File: config.mk
export PLATFORM = sky130hd
export DESIGN_NAME = unit_clause_scan
export DESIGN_NICKNAME = d
export VERILOG_FILES = /design/src/rtl/unit_clause_scan_pkg.sv /design/src/rtl/unit_clause_scan_window.sv /design/src/rtl/unit_clause_scan.sv
export SDC_FILE = /design/constraint.sdc
export NUM_CORES = 1
export LEC_CHECK = 0
export ABC_AREA = 1
export BUFFER_PORTS_ARGS = -buffer_cell sky130_fd_sc_hd__buf_2
export CAP_MARGIN = 10
export CORE_AREA = 2 2 171 173
export DETAILED_ROUTE_END_ITERATION = 6
export DIE_AREA = 0 0 173 175
export PLACE_DENSITY_LB_ADDON = 0.05
export SETUP_SLACK_MARGIN = 0.02
export SLEW_MARGIN = 20
export SYNTH_ARGS = -nofsm -noshare
export SYNTH_HDL_FRONTEND = slang
export SYNTH_SLANG_ARGS = --single-unit
File: constraint.sdc
create_clock -name clock -period 7.8 [get_ports clock]
set_clock_uncertainty 0.1 [all_clocks]
set_input_delay 0.39 -clock clock [delete_from_list [all_inputs] [get_ports clock]]
set_output_delay 0.39 -clock clock [all_outputs]
set_load 0.01 [all_outputs]
File: src/rtl/unit_clause_scan_pkg.sv
// Shared formula types and scan FSM encoding for the unit clause scanner.
// Optional feature macro: UNIT_COUNT_EN (see unit_clause_scan.sv).
package unit_clause_scan_pkg;

    localparam int number_clauses = 16;
    localparam int max_lits       = 3;
    localparam int lit_w          = 8;

    // Wide enough to hold any clause index plus the one-past-the-end value.
    localparam int clause_idx_w   = $clog2(number_clauses) + 1;

    typedef logic [lit_w-1:0] lit;

    typedef struct packed {
        logic [1:0]             len;
        lit [max_lits-1:0]      lits;
    } clause;

    typedef struct packed {
        logic [clause_idx_w-1:0]    len;
        clause [number_clauses-1:0] clauses;
    } formula;

    localparam lit     zero_lit     = '0;
    localparam formula zero_formula = '0;

    typedef enum logic {
        S_IDLE,
        S_SCAN
    } scan_state_t;

endpackage

File: src/rtl/unit_clause_scan_window.sv
// Combinational evaluation of one scan window of LANES clauses.
// Reports the lowest empty clause (conflict) with priority over the lowest
// unit clause. With UNIT_COUNT_EN it also counts unit clauses in the window.
module unit_clause_scan_window
    import unit_clause_scan_pkg::*;
#(
    parameter int LANES = 4,
    parameter int IDX_W = clause_idx_w
) (
    input  clause            lanes [LANES],
    input  logic [LANES-1:0] valid,
    input  logic [IDX_W-1:0] base,
    output logic             has_empty,
    output logic             has_unit,
    output logic [IDX_W-1:0] first_idx,
    output lit               first_lit
`ifdef UNIT_COUNT_EN
    ,
    output logic [IDX_W-1:0] unit_cnt
`endif
);

    logic [IDX_W-1:0] empty_idx;
    logic [IDX_W-1:0] unit_idx;
    lit               unit_lit;
    logic [LANES-1:0] unused_lits;

    // Priority scan from lane 0 upward: first match in each category wins.
    always_comb begin
        has_empty = 1'b0;
        has_unit  = 1'b0;
        empty_idx = '0;
        unit_idx  = '0;
        unit_lit  = zero_lit;
`ifdef UNIT_COUNT_EN
        unit_cnt  = '0;
`endif
        for (int i = 0; i < LANES; i++) begin
            unused_lits[i] = ^lanes[i].lits[max_lits-1:1];
            if (valid[i] && lanes[i].len == 2'd0 && !has_empty) begin
                has_empty = 1'b1;
                empty_idx = base + IDX_W'(i);
            end
            if (valid[i] && lanes[i].len == 2'd1) begin
`ifdef UNIT_COUNT_EN
                unit_cnt = unit_cnt + IDX_W'(1);
`endif
                if (!has_unit) begin
                    has_unit = 1'b1;
                    unit_idx = base + IDX_W'(i);
                    unit_lit = lanes[i].lits[0];
                end
            end
        end
        first_idx = has_empty ? empty_idx : unit_idx;
        first_lit = has_empty ? zero_lit : unit_lit;
    end

endmodule

File: src/rtl/unit_clause_scan.sv
// Scans a latched formula LANES clauses per cycle for the lowest-index unit
// clause, detecting empty clauses (conflicts) with priority over units.
// Optional feature macro: UNIT_COUNT_EN adds a unit_count output and makes the
// scan run over the whole formula (stopping early only on a conflict).
//
// Handshake: start is sampled only while idle (busy=0); a scan in progress
// ignores start and in_formula. busy is high for every cycle spent scanning.
// done pulses for exactly one cycle when found/conflict/lit_found/clause_idx
// become valid; those results are then held until the next accepted start.
module unit_clause_scan
    import unit_clause_scan_pkg::*;
#(
    parameter int NUM_CLAUSES = number_clauses,
    parameter int LANES       = 4,
    parameter int IDX_W       = $clog2(NUM_CLAUSES) + 1
) (
    input  logic             clock,
    input  logic             reset,
    input  logic             start,
    input  formula           in_formula,
    output logic             busy,
    output logic             done,
    output logic             found,
    output logic             conflict,
    output lit               lit_found,
    output logic [IDX_W-1:0] clause_idx
`ifdef UNIT_COUNT_EN
    ,
    output logic [IDX_W-1:0] unit_count
`endif
);

    localparam int CW = (number_clauses > 1) ? $clog2(number_clauses) : 1;

    scan_state_t      state;
    formula           form_q;
    logic [IDX_W-1:0] base_q;
    logic [IDX_W-1:0] limit_q;

    logic [IDX_W-1:0] req_len;
    logic [IDX_W-1:0] req_limit;
    logic [IDX_W:0]   next_base;
    logic             last_window;

    clause            lane_clause [LANES];
    logic [LANES-1:0] lane_valid;
    logic [IDX_W-1:0] lane_idx    [LANES];

    logic             win_empty;
    logic             win_unit;
    logic [IDX_W-1:0] win_idx;
    lit               win_lit;
`ifdef UNIT_COUNT_EN
    logic [IDX_W-1:0] win_units;
`endif

    logic             unused_bits;

    // Clamp the requested formula length to the clause capacity.
    always_comb begin
        req_len   = IDX_W'(in_formula.len);
        req_limit = (req_len > IDX_W'(NUM_CLAUSES)) ? IDX_W'(NUM_CLAUSES) : req_len;
    end

    // Window bookkeeping: the scan ends once the window reaches the limit.
    always_comb begin
        next_base   = {1'b0, base_q} + (IDX_W+1)'(LANES);
        last_window = (next_base >= {1'b0, limit_q});
        unused_bits = ^form_q.len;
    end

    // Gather the current window's clauses; lanes at or past the limit are masked.
    always_comb begin
        for (int i = 0; i < LANES; i++) begin
            lane_idx[i]   = base_q + IDX_W'(i);
            lane_valid[i] = (lane_idx[i] < limit_q);
            if (lane_idx[i] < IDX_W'(number_clauses)) begin
                lane_clause[i] = form_q.clauses[lane_idx[i][CW-1:0]];
            end else begin
                lane_clause[i] = '0;
            end
        end
    end

    unit_clause_scan_window #(
        .LANES (LANES),
        .IDX_W (IDX_W)
    ) u_window (
        .lanes     (lane_clause),
        .valid     (lane_valid),
        .base      (base_q),
        .has_empty (win_empty),
        .has_unit  (win_unit),
        .first_idx (win_idx),
        .first_lit (win_lit)
`ifdef UNIT_COUNT_EN
        ,
        .unit_cnt  (win_units)
`endif
    );

    // Scan FSM with registered handshake and result outputs.
    always_ff @(posedge clock) begin
        if (reset) begin
            state      <= S_IDLE;
            busy       <= 1'b0;
            done       <= 1'b0;
            found      <= 1'b0;
            conflict   <= 1'b0;
            lit_found  <= zero_lit;
            clause_idx <= '0;
            form_q     <= zero_formula;
            base_q     <= '0;
            limit_q    <= '0;
`ifdef UNIT_COUNT_EN
            unit_count <= '0;
`endif
        end else begin
            done <= 1'b0;
            case (state)
                S_IDLE: begin
                    if (start) begin
                        form_q     <= in_formula;
                        limit_q    <= req_limit;
                        base_q     <= '0;
                        found      <= 1'b0;
                        conflict   <= 1'b0;
                        lit_found  <= zero_lit;
                        clause_idx <= '0;
`ifdef UNIT_COUNT_EN
                        unit_count <= '0;
`endif
                        busy       <= 1'b1;
                        state      <= S_SCAN;
                    end
                end
                S_SCAN: begin
`ifdef UNIT_COUNT_EN
                    unit_count <= unit_count + win_units;
                    if (win_empty) begin
                        conflict   <= 1'b1;
                        found      <= 1'b0;
                        clause_idx <= win_idx;
                        lit_found  <= zero_lit;
                        done       <= 1'b1;
                        busy       <= 1'b0;
                        state      <= S_IDLE;
                    end else begin
                        if (win_unit && !found) begin
                            found      <= 1'b1;
                            clause_idx <= win_idx;
                            lit_found  <= win_lit;
                        end
                        if (last_window) begin
                            done  <= 1'b1;
                            busy  <= 1'b0;
                            state <= S_IDLE;
                        end else begin
                            base_q <= next_base[IDX_W-1:0];
                        end
                    end
`else
                    if (win_empty) begin
                        conflict   <= 1'b1;
                        found      <= 1'b0;
                        clause_idx <= win_idx;
                        lit_found  <= zero_lit;
                        done       <= 1'b1;
                        busy       <= 1'b0;
                        state      <= S_IDLE;
                    end else if (win_unit) begin
                        found      <= 1'b1;
                        clause_idx <= win_idx;
                        lit_found  <= win_lit;
                        done       <= 1'b1;
                        busy       <= 1'b0;
                        state      <= S_IDLE;
                    end else if (last_window) begin
                        done  <= 1'b1;
                        busy  <= 1'b0;
                        state <= S_IDLE;
                    end else begin
                        base_q <= next_base[IDX_W-1:0];
                    end
`endif
                end
                default: begin
                    busy  <= 1'b0;
                    state <= S_IDLE;
                end
            endcase
        end
    end

endmodule
[Word-level counts from Yosys, hierarchy flattened]
Index checks and enable logic that the tools add are counted.
Cells by class
  $add $sub $neg: 4
  $lt $le $gt $ge: 14
  equal/unequal tests: 11
  reduce and logical (&&, ||, !) cells: 24
  mux-type cells: 71
  bitwise operators: 1
Operators by type and width (number)
  26-bit binary-select mux with 4-bit select: 4
  26-bit 2-to-1 mux: 8
  5-bit 2-to-1 mux: 19
  8-bit 2-to-1 mux: 10
  1-bit 2-to-1 mux: 23
  4-bit by 5-bit < comparator with 1-bit output, second input constant: 4
  5-bit < comparator: 4
  5-bit < comparator, second input constant: 4
  5-bit case mux with 2 select lines: 2
  8-bit case mux with 2 select lines: 1
  1-bit logical AND: 11
  5-bit by 2-bit adder with 5-bit output, second input constant: 2
  2-bit by 1-bit equality test with 1-bit output, second input constant: 4
  2-bit zero test: 4
  2-bit != test, second input constant: 4
  1-bit case mux with 2 select lines: 4
  2-bit AND reduction: 4
  5-bit by 3-bit adder with 6-bit output, second input constant: 1
  6-bit by 5-bit >= comparator with 1-bit output: 1
  5-bit by 1-bit adder with 5-bit output, second input constant: 1
  5-bit > comparator, second input constant: 1
  4-bit by 1-bit != test with 1-bit output, second input constant: 1
  4-bit AND reduction: 1
  1-bit zero test: 3
  4 further kinds: 4
Word-level totals
  output and inout port bits: 17
  logic and storage cells: 198
  register bits: 444
  bits of input ports: 424

[Depth between registers and ports, before layout]
Gate-level depths: netlist (run 1).
  depth in word-level cells: 19
  gate-level depth with buffers: 16
  gate-level depth less buffers: 16

[Modules after synthesis]
A second synthesis (run 1) with hierarchy kept.
Second synthesis, totals
  cells, all modules: 2759
  area total of the unflattened synthesis: 20015.4 µm²
Modules (own cells, without submodules)
  unit_clause_scan: instances 1, cells each 2577, area an instance 19082.1 µm², sequential area each 8848.5 µm²
  unit_clause_scan_window: instances 1, cells each 182, area an instance 933.4 µm², sequential area each 0.0 µm²

[Worst setup path after synthesis (run 1)]
Ideal clock, no wire load.
  path type: reg2reg
  start point: register base_q[3]
  end point: register lit_found[0]
  slack: 5325 ps
  cell stages (with the launch flop): 16
  required time: 7568 ps
  clock period less this slack: 2475 ps
  path buffers: 5
  library setup time: 132 ps
  arrival time: 2242 ps
  cell sequence: dfxtp_1 -> buf_2 -> clkbuf_1 -> clkbuf_1 -> ha_1 -> o21ai_0 -> nand2_1 -> a21oi_1 -> nor2b_1 -> buf_2 -> inv_1 -> nand3_2 -> nand2_1 -> buf_4 -> nand4_1 -> a21oi_1
Between the ends
  longest elaborated chain between the ends: 17
  elaborated cells between the ends (all ways): 65
  classes of those cells: 3 x add/sub; 8 x order compare; 5 x eq/ne; 30 x mux; 19 x reduce/logical
Ends and longest elaborated chain
  from (decl): line unit_clause_scan.sv:37  | logic [IDX_W-1:0] base_q;
  from (signal assigned): line unit_clause_scan.sv:183  | base_q <= next_base[IDX_W-1:0];
  parallel branches: the longest is 17 deep, another holds 5-bit by 1-bit adder with 5-bit output
  to (signal assigned): line unit_clause_scan.sv:128  | lit_found <= zero_lit;
  to (signal assigned): line unit_clause_scan.sv:167  | lit_found <= zero_lit;
  to (signal assigned): line unit_clause_scan.sv:174  | lit_found <= win_lit;
  to (decl): line unit_clause_scan.sv:25  | output lit lit_found,
Parallel ways; which one is timed is not known. The select of a mux whose other input is x is not followed.
A chain may end at the register's enable or synchronous reset.

[Final worst setup path (run 1)]
  start point: register base_q[2]
  end point: register clause_idx[2]
Between the ends
  longest elaborated chain between the ends: 19
  elaborated cells between the ends (all ways): 70
  classes of those cells: 3 x add/sub; 8 x order compare; 5 x eq/ne; 35 x mux; 19 x reduce/logical
Ends and longest elaborated chain
  parallel branches: the longest is 19 deep, another holds 5-bit by 1-bit adder with 5-bit output
  to (signal assigned): line unit_clause_scan.sv:166  | clause_idx <= win_idx;
  to (signal assigned): line unit_clause_scan.sv:173  | clause_idx <= win_idx;
  to (decl): line unit_clause_scan.sv:26  | output logic [IDX_W-1:0] clause_idx
Parallel ways; which one is timed is not known. The select of a mux whose other input is x is not followed.

==> results.cfg, run 1 <==
[sta]
worst_slew_pin_slew_ns = 0.8172
rsz0062_at_grt = false
clock.fmax_ghz = 0.2740
fin_tns_setup_ns = 0
drv_slew = 0
hold_viol_final = 0
min_period_ns = 3.650
max_slew_margin_pct = 45.52
period_share_pct = 46.79
finalSetupViolations = 0

[route]
vias_per_cell = 4.576
first_iter_violations = 383
vias = 7953
route.detailed.drc = 0
ant_nets = 0
drtPass1Iterations = 4
wl_per_cell_um = 16.43
totalWireLength_um = 28560

[global_route]
globalRouteTotalUtil_pct = 18.99
grt_overflow_total = 0
top_usage_layer = met2
grt_max_degree = 99
met2_usage_pct = 30.60
met3_usage_pct = 3.220
antenna_found_initial = 1
grt_pass1_vias = 7973
grt_first_pass_wirelength_um = 44840
met1_usage_pct = 26.57

[die]
initial_core_util_pct = 29.46
die_h_um = 175
dieArea_sq_mm = 0.03028
core.rowCount = 62
core-area_sq_mm = 0.02839
io_pins = 441
fp.dieW_um = 173

[worst_setup_path]
path_class = reg -> reg
end_kind = register
critPathRequiredTime_ns = 8.05
critical_path.max_fanout = 32
critPathLaunchType = register
arrival_ns = 3.90

[flow_run]
maxCapViolCount = 0

[status]
outcome = finished, final reports clean

[placement]
placedCellCount = 1704
dp_hpwl_um = 19860
gp_congestion = 0.7491
place_area_sq_mm = 0.009552
io_buffer_count = 184

[power_and_ir_drop]
leakage_nw = 4.691
worst_ir_drop_vdd_v = 0.00009838
p_per_area_mw_per_mm2 = 217.7

[clocking]
cts_hold_buf = 0
cts_setup_buffers = 0
cts_repair_resize_count = 0
clock_path_buffers = 2
htreeDepth = 4
tritoncts = built
clock_latency_ns = 0.43
clk_pin_slew_ns = 0.08
cts_made_buffers = 17
cts_num_sinks = 186
root_buffer = clkbuf_16

[synth]
syn_area_sq_mm = 0.008364
ys_seq_area_share_pct = 44.52
ys_types = 33
syn_avg_cell_area_sq_um = 6.947
synth_seq_cells = 186
syn_nets = 1639
yosysWarnings = 0
syn_inst = 1204

[min_path]
hold_path.class = in -> reg

[finish]
final_layout_size_suffix_gt1_share_pct = 19.59
syn_to_final_growth_pct = 21.68
fill_cells = 3245
fin_nets = 1775
stdcell_count = 1738
postLayoutCellArea_sq_mm = 0.01018
[state kept, by name (all words and copies together), names as in the netlist]
name,flops
lit_found,8
base_q,3
found,1
done,1
state,1
limit_q,5
conflict,1
form_q,160
busy,1
clause_idx,5
[path summary, 6_finish.rpt]
check / from / slack [ns] / endpoint / depth (start not counted)
worst max-delay path: base_q[2] / 4.15 / clause_idx[2] / 13
worst min-delay path: in_formula[80] / 0.04 / form_q[80] / 3
worst max register to register: base_q[2] / 4.15 / clause_idx[2] / 13
worst min register to register: form_q[53] / 0.37 / form_q[53] / 2
[cell usage after synthesis]
cell type  instances  share of area, %
nand2_1          383                17
dfxtp_1          186                45
nand3_1          133               8.0
o21ai_0          131               7.8
inv_1             97               4.4
a21oi_1           59               3.5
clkbuf_1          53               2.4
nor2_1            41               1.8
nand4_1           22               1.6
buf_2             12              0.72
ha_1              11               1.6
inv_2             10              0.45
buf_1              8              0.36
nand3_2            8              0.96
o221ai_1           8              0.84
nand2_2            7              0.52
o22ai_1            6              0.45
buf_4              4              0.36
o21ai_1            4              0.24
nor2_2             3              0.22
o211ai_1           3              0.27
a22oi_1            2              0.18
nor2_4             2              0.27
nor3_1             2              0.12
a31oi_1            1             0.075
buf_6              1              0.13
clkinv_1           1             0.045
nand3_4            1              0.21
nor2_8             1              0.24
nor2b_1            1             0.075
nor3_4             1              0.19
nor4_1             1             0.075
xor2_1             1              0.10
[area by class of cell]
class	count	area, sq um	area share, %
timing repair buffer	195	1044	10.25
tap	384	480.5	4.721
clock inverter	12	127.6	1.254
sequential	186	3729	36.64
antenna	1	2.502	0.02459
inverter	108	406.6	3.996
clock buffer	20	467.9	4.598
multi-input combinational	832	3920	38.52
[where the power goes]
part           switching, mW  internal [mW]  total [mW]
clock network          0.421          0.453       0.874
logic                  0.203          0.105       0.308
registers             0.0249           1.01        1.03
total                  0.648           1.57        2.22
[placed cells by master, fill, tap and decap left out, types with 2 or more instances in the layout]
| cell | Yosys | routed |
|---|---|---|
| dfxtp_1 | 186 | 184 |
| clkbuf_16 | 0 | 18 |
| clkinv_8 | 0 | 2 |
| o211ai_1 | 3 | 3 |
| o21ai_1 | 4 | 4 |
| nor2_2 | 3 | 3 |
| nand3_1 | 133 | 133 |
| o22ai_1 | 6 | 6 |
| nand2_1 | 383 | 382 |
| nand3_2 | 8 | 8 |
| nand2_2 | 7 | 7 |
| o221ai_1 | 8 | 8 |
| o21ai_0 | 131 | 131 |
| nor2_4 | 2 | 3 |
| buf_4 | 4 | 9 |
| clkinv_4 | 0 | 6 |
| buf_2 | 12 | 184 |
| buf_16 | 0 | 2 |
| nand4_1 | 22 | 22 |
| a22oi_1 | 2 | 2 |
| inv_1 | 97 | 96 |
| nor3_1 | 2 | 2 |
| ha_1 | 11 | 11 |
| inv_2 | 10 | 11 |
| inv_8 | 0 | 3 |
| nor2_1 | 41 | 40 |
| a21oi_1 | 59 | 59 |
[worst max-delay path, stage by stage (launching register included)]
cell	delay [ns]
dfxtp_4	0.61
inv_2	0.34
buf_4	0.34
ha_1	0.34
nor3_1	0.06
nor2_1	0.28
nand2_1	0.16
nor2_4	0.41
nor2_8	0.09
nand3_2	0.09
nand2_1	0.24
nand2_1	0.23
nand2_1	0.07
a21oi_1	0.15
[per-stage QoR]
step	total power, mW	hold slack [ns]	setup WS, ns	utilization (%)
detailed placement	1.370	0.3579	4.086	33.64
finish	2.216	0.04306	4.150	35.85
global placement	1.366	0.3514	4.134	33.54
global route	2.336	0.02776	3.794	35.84
CTS	2.253	0.02498	4.057	35.74
floorplan	1.244	0.3467	5.325	-
[per-layer routing]
metal  vias to the layer above  share of wire [%]
li1                       4179                  -
met1                      3615                 50
met2                       144                 46
met3                        15                3.5
met4                         0                1.1
met5                         -                  0
[logic make-up (layout without fill, tap and decap cells)]
| logic type | after synthesis | in the layout | share of synthesized area (%) |
|---|---|---|---|
| and+or+nand+nor | 606 | 606 | 31.52 |
| xor gates and xnor gates | 1 | 1 | 0.1047 |
| DFF | 186 | 186 | 44.52 |
| other | 0 | 1 | 0 |
| adders and majority gates | 11 | 11 | 1.645 |
| AOI/OAI and AO/OA | 214 | 214 | 13.42 |
| buffers and inverters | 186 | 335 | 8.796 |
No activity file was read; power rests on OpenSTA's default activity.
==> run 2: changes to the inputs <==
--- a/config.mk
+++ b/config.mk
@@ -5,12 +5,12 @@
 export SDC_FILE = /design/constraint.sdc
 export NUM_CORES = 1
 export LEC_CHECK = 0
-export ABC_AREA = 1
+export ABC_AREA = 0
 export BUFFER_PORTS_ARGS = -buffer_cell sky130_fd_sc_hd__buf_2
 export CAP_MARGIN = 10
-export CORE_AREA = 2 2 171 173
+export CORE_AREA = 2 2 170 172
 export DETAILED_ROUTE_END_ITERATION = 6
-export DIE_AREA = 0 0 173 175
+export DIE_AREA = 0 0 172 174
 export PLACE_DENSITY_LB_ADDON = 0.05
 export SETUP_SLACK_MARGIN = 0.02
 export SLEW_MARGIN = 20
==> constraint.sdc (replaced) <==
create_clock -name clock -period 3.72 [get_ports clock]
set_clock_uncertainty 0.1 [all_clocks]
set_input_delay 0.186 -clock clock [delete_from_list [all_inputs] [get_ports clock]]
set_output_delay 0.186 -clock clock [all_outputs]
set_load 0.01 [all_outputs]
==> run 2 against run 1 <==
Net effect:
- highest routed layer is now met5
- global-route usage grew 0.40 points
- die area shrank 1.1%
- critical path type unchanged
- clock power grew 130%
- register-to-register slack lost 3.7 ns
- sequential power grew 110%
- core utilization grew 5.9 points
- critical path depth shrank 5
- total power grew 120%
==> results.cfg, run 2 <==
[status]
outcome = finished, final reports clean

[sta]
fin_tns_setup_ns = 0
period_share_pct = 87.55
hold_ws_ns = 0.1390
worst_slew_pin_slew_ns = 1.033
clock.fmax_ghz = 0.3071
hold_viol_final = 0
min_period_ns = 3.257
max_slew_margin_pct = 30.47
finalSetupViolations = 0
rsz0062_at_grt = false
drv_slew = 0

[worst_setup_path]
r2r_cells = 8
critPathLaunchType = register
arrival_ns = 3.50
critical_path.max_fanout = 14
worstReg2RegStart = base_q[2]
path_class = reg -> reg
rrSetupSlack_ns = 0.46
end_kind = register
timing.rr.end = lit_found[0]
critPathRequiredTime_ns = 3.97

[clocking]
clk_pin_slew_ns = 0.07
cts_setup_buffers = 0
tritoncts = built
clock_latency_ns = 0.43
cts_num_sinks = 186
htreeDepth = 4
cts_made_buffers = 17
clock_path_buffers = 2
root_buffer = clkbuf_16

[global_route]
grt_overflow_total = 0
grt_first_pass_wirelength_um = 44440
antenna_found_initial = 2
globalRouteTotalUtil_pct = 19.39
grt_max_degree = 100
grt_pass1_vias = 8105

[route]
vias_per_cell = 4.652
first_iter_violations = 343
drtPass1Iterations = 4
ant_nets = 0
route.detailed.drc = 0
vias = 7960
totalWireLength_um = 29080
wl_per_cell_um = 16.99

[power_and_ir_drop]
worst_ir_drop_vdd_v = 0.0003095
leakage_nw = 4.649
power_mw = 4.902
p_per_area_mw_per_mm2 = 416.1

[die]
io_pins = 441
fp.dieW_um = 172
dieArea_sq_mm = 0.02993
core-area_sq_mm = 0.02824
initial_core_util_pct = 29.05
core.rowCount = 62
die_h_um = 174

[synth]
ys_top_cells_by_area = dfxtp_1, nand2_1, a21oi_1
ys_seq_area_share_pct = 45.40
yosysWarnings = 0
synth-compound-area-share_pct = 16.25
syn_inst = 1003
syn_nets = 1438
syn_avg_cell_area_sq_um = 8.177
synth_top_area_cell = dfxtp_1
synth_seq_cells = 186
synthSimpleGateAreaFrac_pct = 21.51
synth_top_family_by_area = simple AND/OR/NAND/NOR gates
synth_edf_count = 0
async_reset_ff_share_pct = 0
synthFlopType = dfxtp_1
synth.top_cell.area_share_pct = 45.40
synthMuxAreaShare_pct = 10.22
yosysMostFrequentCell = nand2_1
ys_types = 55
yosys.area_share.adder_pct = 1.678
syn_area_sq_mm = 0.008202
netlist_top_cells_count = nand2_1, dfxtp_1, a21oi_1
synth_xor_xnor_area_share_pct = 0

[finish]
final_layout_size_suffix_gt1_share_pct = 21.04
reg_top3 = form_q: 160 flops, lit_found: 8 flops
postLayoutCellArea_sq_mm = 0.01178
largest_reg_flops = 160
top_register = form_q
final_cell_mix = nand2_1, a21oi_1, dfxtp_1
final_common_cell = nand2_1
fin_nets = 1748
syn_to_final_growth_pct = 43.63

[placement]
gp_congestion = 0.7723
place_area_sq_mm = 0.009452
dp_hpwl_um = 19540
io_buffer_count = 184

[min_path]
worstHoldPathCells = 4
min_to = clause_idx[4]
min-delay-start = start
hold_path.class = in -> reg

[flow_run]
maxCapViolCount = 0
==> run 2: cell types whose count changed after synthesis, moves of 8 or more <==
| cell | previous run | this run |
|---|---|---|
| nor2_1 | 41 | 17 |
| inv_2 | 10 | 1 |
| a21oi_1 | 59 | 184 |
| clkbuf_1 | 53 | 64 |
| nand3_2 | 8 | 0 |
| o221ai_1 | 8 | 0 |
| o21ai_0 | 131 | 12 |
| inv_1 | 97 | 17 |
| mux4_2 | 0 | 30 |
| mux2i_1 | 0 | 14 |
| nand3_1 | 133 | 16 |
| nand4_1 | 22 | 6 |
| nand2_1 | 383 | 347 |
| and3_1 | 0 | 8 |
==> run 2: area by class of cell <==
class	count	area, sq um
antenna	1	2.502
clock buffer	21	450.4
clock inverter	11	183.9
fill	2976	16460
inverter	18	67.56
multi-input combinational	719	4088
sequential	186	3729
tap	384	480.5
timing repair buffer	371	2779
==> run 2: what timing repair did <==
action / 4_1_cts / 5_1_grt
hold buffers: 169 / 0
resized for setup: 0 / 0
hold endpoints to repair: 165 / 0
==> run 2: worst max path at each step <==
| stage | from | end | slack (ns) | cells past startpoint |
|---|---|---|---|---|
| final | base_q[2] | lit_found[0] | 0.46 | 8 |
| after global routing | base_q[2] | lit_found[1] | 0.11 | 8 |
| after CTS | base_q[2] | lit_found[0] | 0.41 | 8 |
| after detailed placement | base_q[2] | lit_found[0] | 0.44 | 8 |
| after global placement | base_q[2] | lit_found[0] | 0.41 | 8 |
| after floorplan | base_q[3] | lit_found[3] | 0.55 | 13 |
==> run 2: logic make-up (layout without fill, tap and decap cells) <==
logic type / count (synthesis) / count (layout)
AND/OR/NAND/NOR: 424 / 424
AO/OA/AOI/OAI: 238 / 238
flip-flops: 186 / 186
buffers and inverters: 98 / 421
multiplexers: 46 / 46
adder cells (fa/ha/maj): 11 / 11
other: 0 / 1
==> run 2: layer usage <==
layer  GRT usage [%]  wire length, um  up-vias
li1                -                -     4034
met5               0                7        -
met4           3.711              296        2
met1           26.08            13820     3751
met2           32.33            13760      156
met3           3.916             1191       17
==> run 2: worst max-delay path: stages (launching register included) <==
cell	delay, ns
dfxtp_4	0.49
inv_2	0.07
ha_1	0.30
or4_1	0.50
nand3_1	0.14
nand3_1	0.17
nor4_1	0.88
o21ai_0	0.25
o32ai_1	0.27
==> run 2: metrics by stage <==
step                      instances  setup WS (ns)  utilization [%]
after floorplan                1003         0.5542                -
after global routing           1711         0.1100            41.72
after detailed placement       1509         0.4418            33.47
after CTS                      1710         0.4071            41.71
after global placement         1509         0.4144            33.47
final                          1711         0.4632            41.72
==> run 2: where the power goes <==
part	internal (mW)	switching [mW]	total (mW)
sequential	2.10	0.0615	2.16
clock	1.16	0.842	2.00
combinational	0.350	0.384	0.735
total	3.61	1.29	4.90
==> run 3: changes to the inputs <==
--- a/config.mk
+++ b/config.mk
@@ -8,10 +8,9 @@
 export ABC_AREA = 0
 export BUFFER_PORTS_ARGS = -buffer_cell sky130_fd_sc_hd__buf_2
 export CAP_MARGIN = 10
-export CORE_AREA = 2 2 170 172
+export CORE_AREA = 3 3 171 173
 export DETAILED_ROUTE_END_ITERATION = 6
-export DIE_AREA = 0 0 172 174
-export PLACE_DENSITY_LB_ADDON = 0.05
+export DIE_AREA = 0 0 174 176
 export SETUP_SLACK_MARGIN = 0.02
 export SLEW_MARGIN = 20
 export SYNTH_ARGS = -nofsm -noshare
==> run 3 against run 2 <==
Net effect:
- global-route usage is 1.5 points lower
- combinational power is 1% lower
- flip-flop and latch count stayed put
- total power is 1.9% lower
- worst hold slack worse by 0.073 ns
- critical path type unchanged
- cell area is 0.25% lower
- core utilization is 0.58 points higher
- critical path depth is 2 higher
- via count is 1.8% higher
- sequential share of layout area is 0.081 points higher
- critical endpoint is now base_q[4]
- routed wire length is 4.8% lower
==> results.cfg, run 3 (same netlist as run 2, synthesis figures left out) <==
[clocking]
tritoncts = built
clock_latency_ns = 0.43
clock_path_buffers = 2
cts_setup_buffers = 0
clk_pin_slew_ns = 0.07
htreeDepth = 4
cts_made_buffers = 17
cts_num_sinks = 186
root_buffer = clkbuf_16

[global_route]
antenna_found_initial = 10
grt_pass1_vias = 7890
grt_first_pass_wirelength_um = 43110
grt_overflow_total = 0
globalRouteTotalUtil_pct = 17.93
grt_max_degree = 105

[finish]
fin_nets = 1744
final_cell_mix = nand2_1, a21oi_1, dfxtp_1
reg_top3 = form_q: 160 flops, lit_found: 8 flops
final_core_utilization_pct = 42.29
final_layout_size_suffix_gt1_share_pct = 21.18
largest_reg_flops = 160
syn_to_final_growth_pct = 43.26
final_common_cell = nand2_1
top_register = form_q

[sta]
max_slew_margin_pct = 45.18
clock.fmax_ghz = 0.3305
min_period_ns = 3.026
rsz0062_at_grt = false
period_share_pct = 81.34
finalSetupViolations = 0
hold_viol_final = 0
setup_ws_ns = 0.6940
fin_tns_setup_ns = 0
worst_slew_pin_slew_ns = 0.8222
drv_slew = 0

[die]
dieArea_sq_mm = 0.03062
fp.dieW_um = 174
core-area_sq_mm = 0.02778
initial_core_util_pct = 29.52
core.rowCount = 61
io_pins = 441
die_h_um = 176

[route]
route.detailed.drc = 0
totalWireLength_um = 27670
vias_per_cell = 4.763
wl_per_cell_um = 16.26
drtPass1Iterations = 5
ant_nets = 0
first_iter_violations = 492
vias = 8106

[power_and_ir_drop]
p_per_area_mw_per_mm2 = 409.4
worst_ir_drop_vdd_v = 0.0003170
leakage_nw = 4.631

[worst_setup_path]
arrival_ns = 3.20
end_kind = register
rrSetupSlack_ns = 0.69
critical_path.max_fanout = 22
critPathLaunchType = register
critPathRequiredTime_ns = 3.89
path_class = reg -> reg

[min_path]
hold_path.class = in -> reg

[placement]
dpl_worst_slack_ns = 0.7232
dp_hpwl_um = 18610
io_buffer_count = 184
gp_congestion = 0.8178

[status]
outcome = finished, final reports clean

[flow_run]
maxCapViolCount = 0
==> run 3: changes by cell type in the layout (fill, tap and decap cells not counted), moves of 2 or more <==
cell | previous run | this run
buf_12 | 2 | 4
buf_4 | 16 | 12
clkbuf_1 | 3 | 0
clkinv_2 | 0 | 3
clkinv_4 | 4 | 2
clkinvlp_4 | 0 | 2
dlygate4sd3_1 | 169 | 167
==> run 3: timing repair <==
| item | CTS | global route |
|---|---|---|
| hold endpoints to repair | 164 | 0 |
| gates resized for setup | 0 | 0 |
| hold buffers | 167 | 0 |
==> run 3: path summary, 6_finish.rpt <==
kind                            cells past startpoint       startpoint     endpoint
worst max-delay path                               10        base_q[2]    base_q[4]
worst min-delay path                                3  in_formula[128]  form_q[128]
worst max register to register                     10        base_q[2]    base_q[4]
worst min register to register                      2      form_q[263]  form_q[263]
==> run 3: through the flow <==
stage	hold slack, ns	cells	total power [mW]	instance area (sq um)
floorplan	0.2220	1003	2.558	8202
global route	0.02119	1702	5.043	11750
CTS	0.009976	1700	4.860	11750
detailed placement	0.3306	1501	2.797	9454
global placement	0.3304	1501	2.785	9454
finish	0.06633	1702	4.810	11750
==> run 3: per-layer routing <==
layer  GRT usage, %  part of all wire (%)
met5              0                  0.36
met4          4.826                   2.2
met3          5.871                   6.7
met2          29.66                    47
met1          22.58                    43
==> run 3: worst max-delay path: stages, from the launching register on <==
cell,delay (ns)
dfxtp_4,0.51
buf_4,0.39
ha_1,0.23
nor2_1,0.06
or2_2,0.30
ha_1,0.27
o21a_1,0.10
a311oi_1,0.30
and2_1,0.32
a311o_1,0.20
a21oi_1,0.07
==> run 3: report_power, final <==
part | internal, mW | leakage [nW] | total, mW | switching, mW
Clock | 1.10 | 0.302 | 1.92 | 0.817
Combinational | 0.351 | 2.80 | 0.726 | 0.375
Sequential | 2.10 | 1.53 | 2.16 | 0.0613
==> run 3: area by class of cell <==
class	instances	area, sq um
Clock inverter	13	166.4
Clock buffer	19	452.9
Inverter	18	67.56
Antenna cell	2	5.005
Multi-Input combinational cell	719	4088
Tap cell	378	473.0
Timing Repair Buffer	367	2769
Fill cell	2780	16030
Sequential cell	186	3729
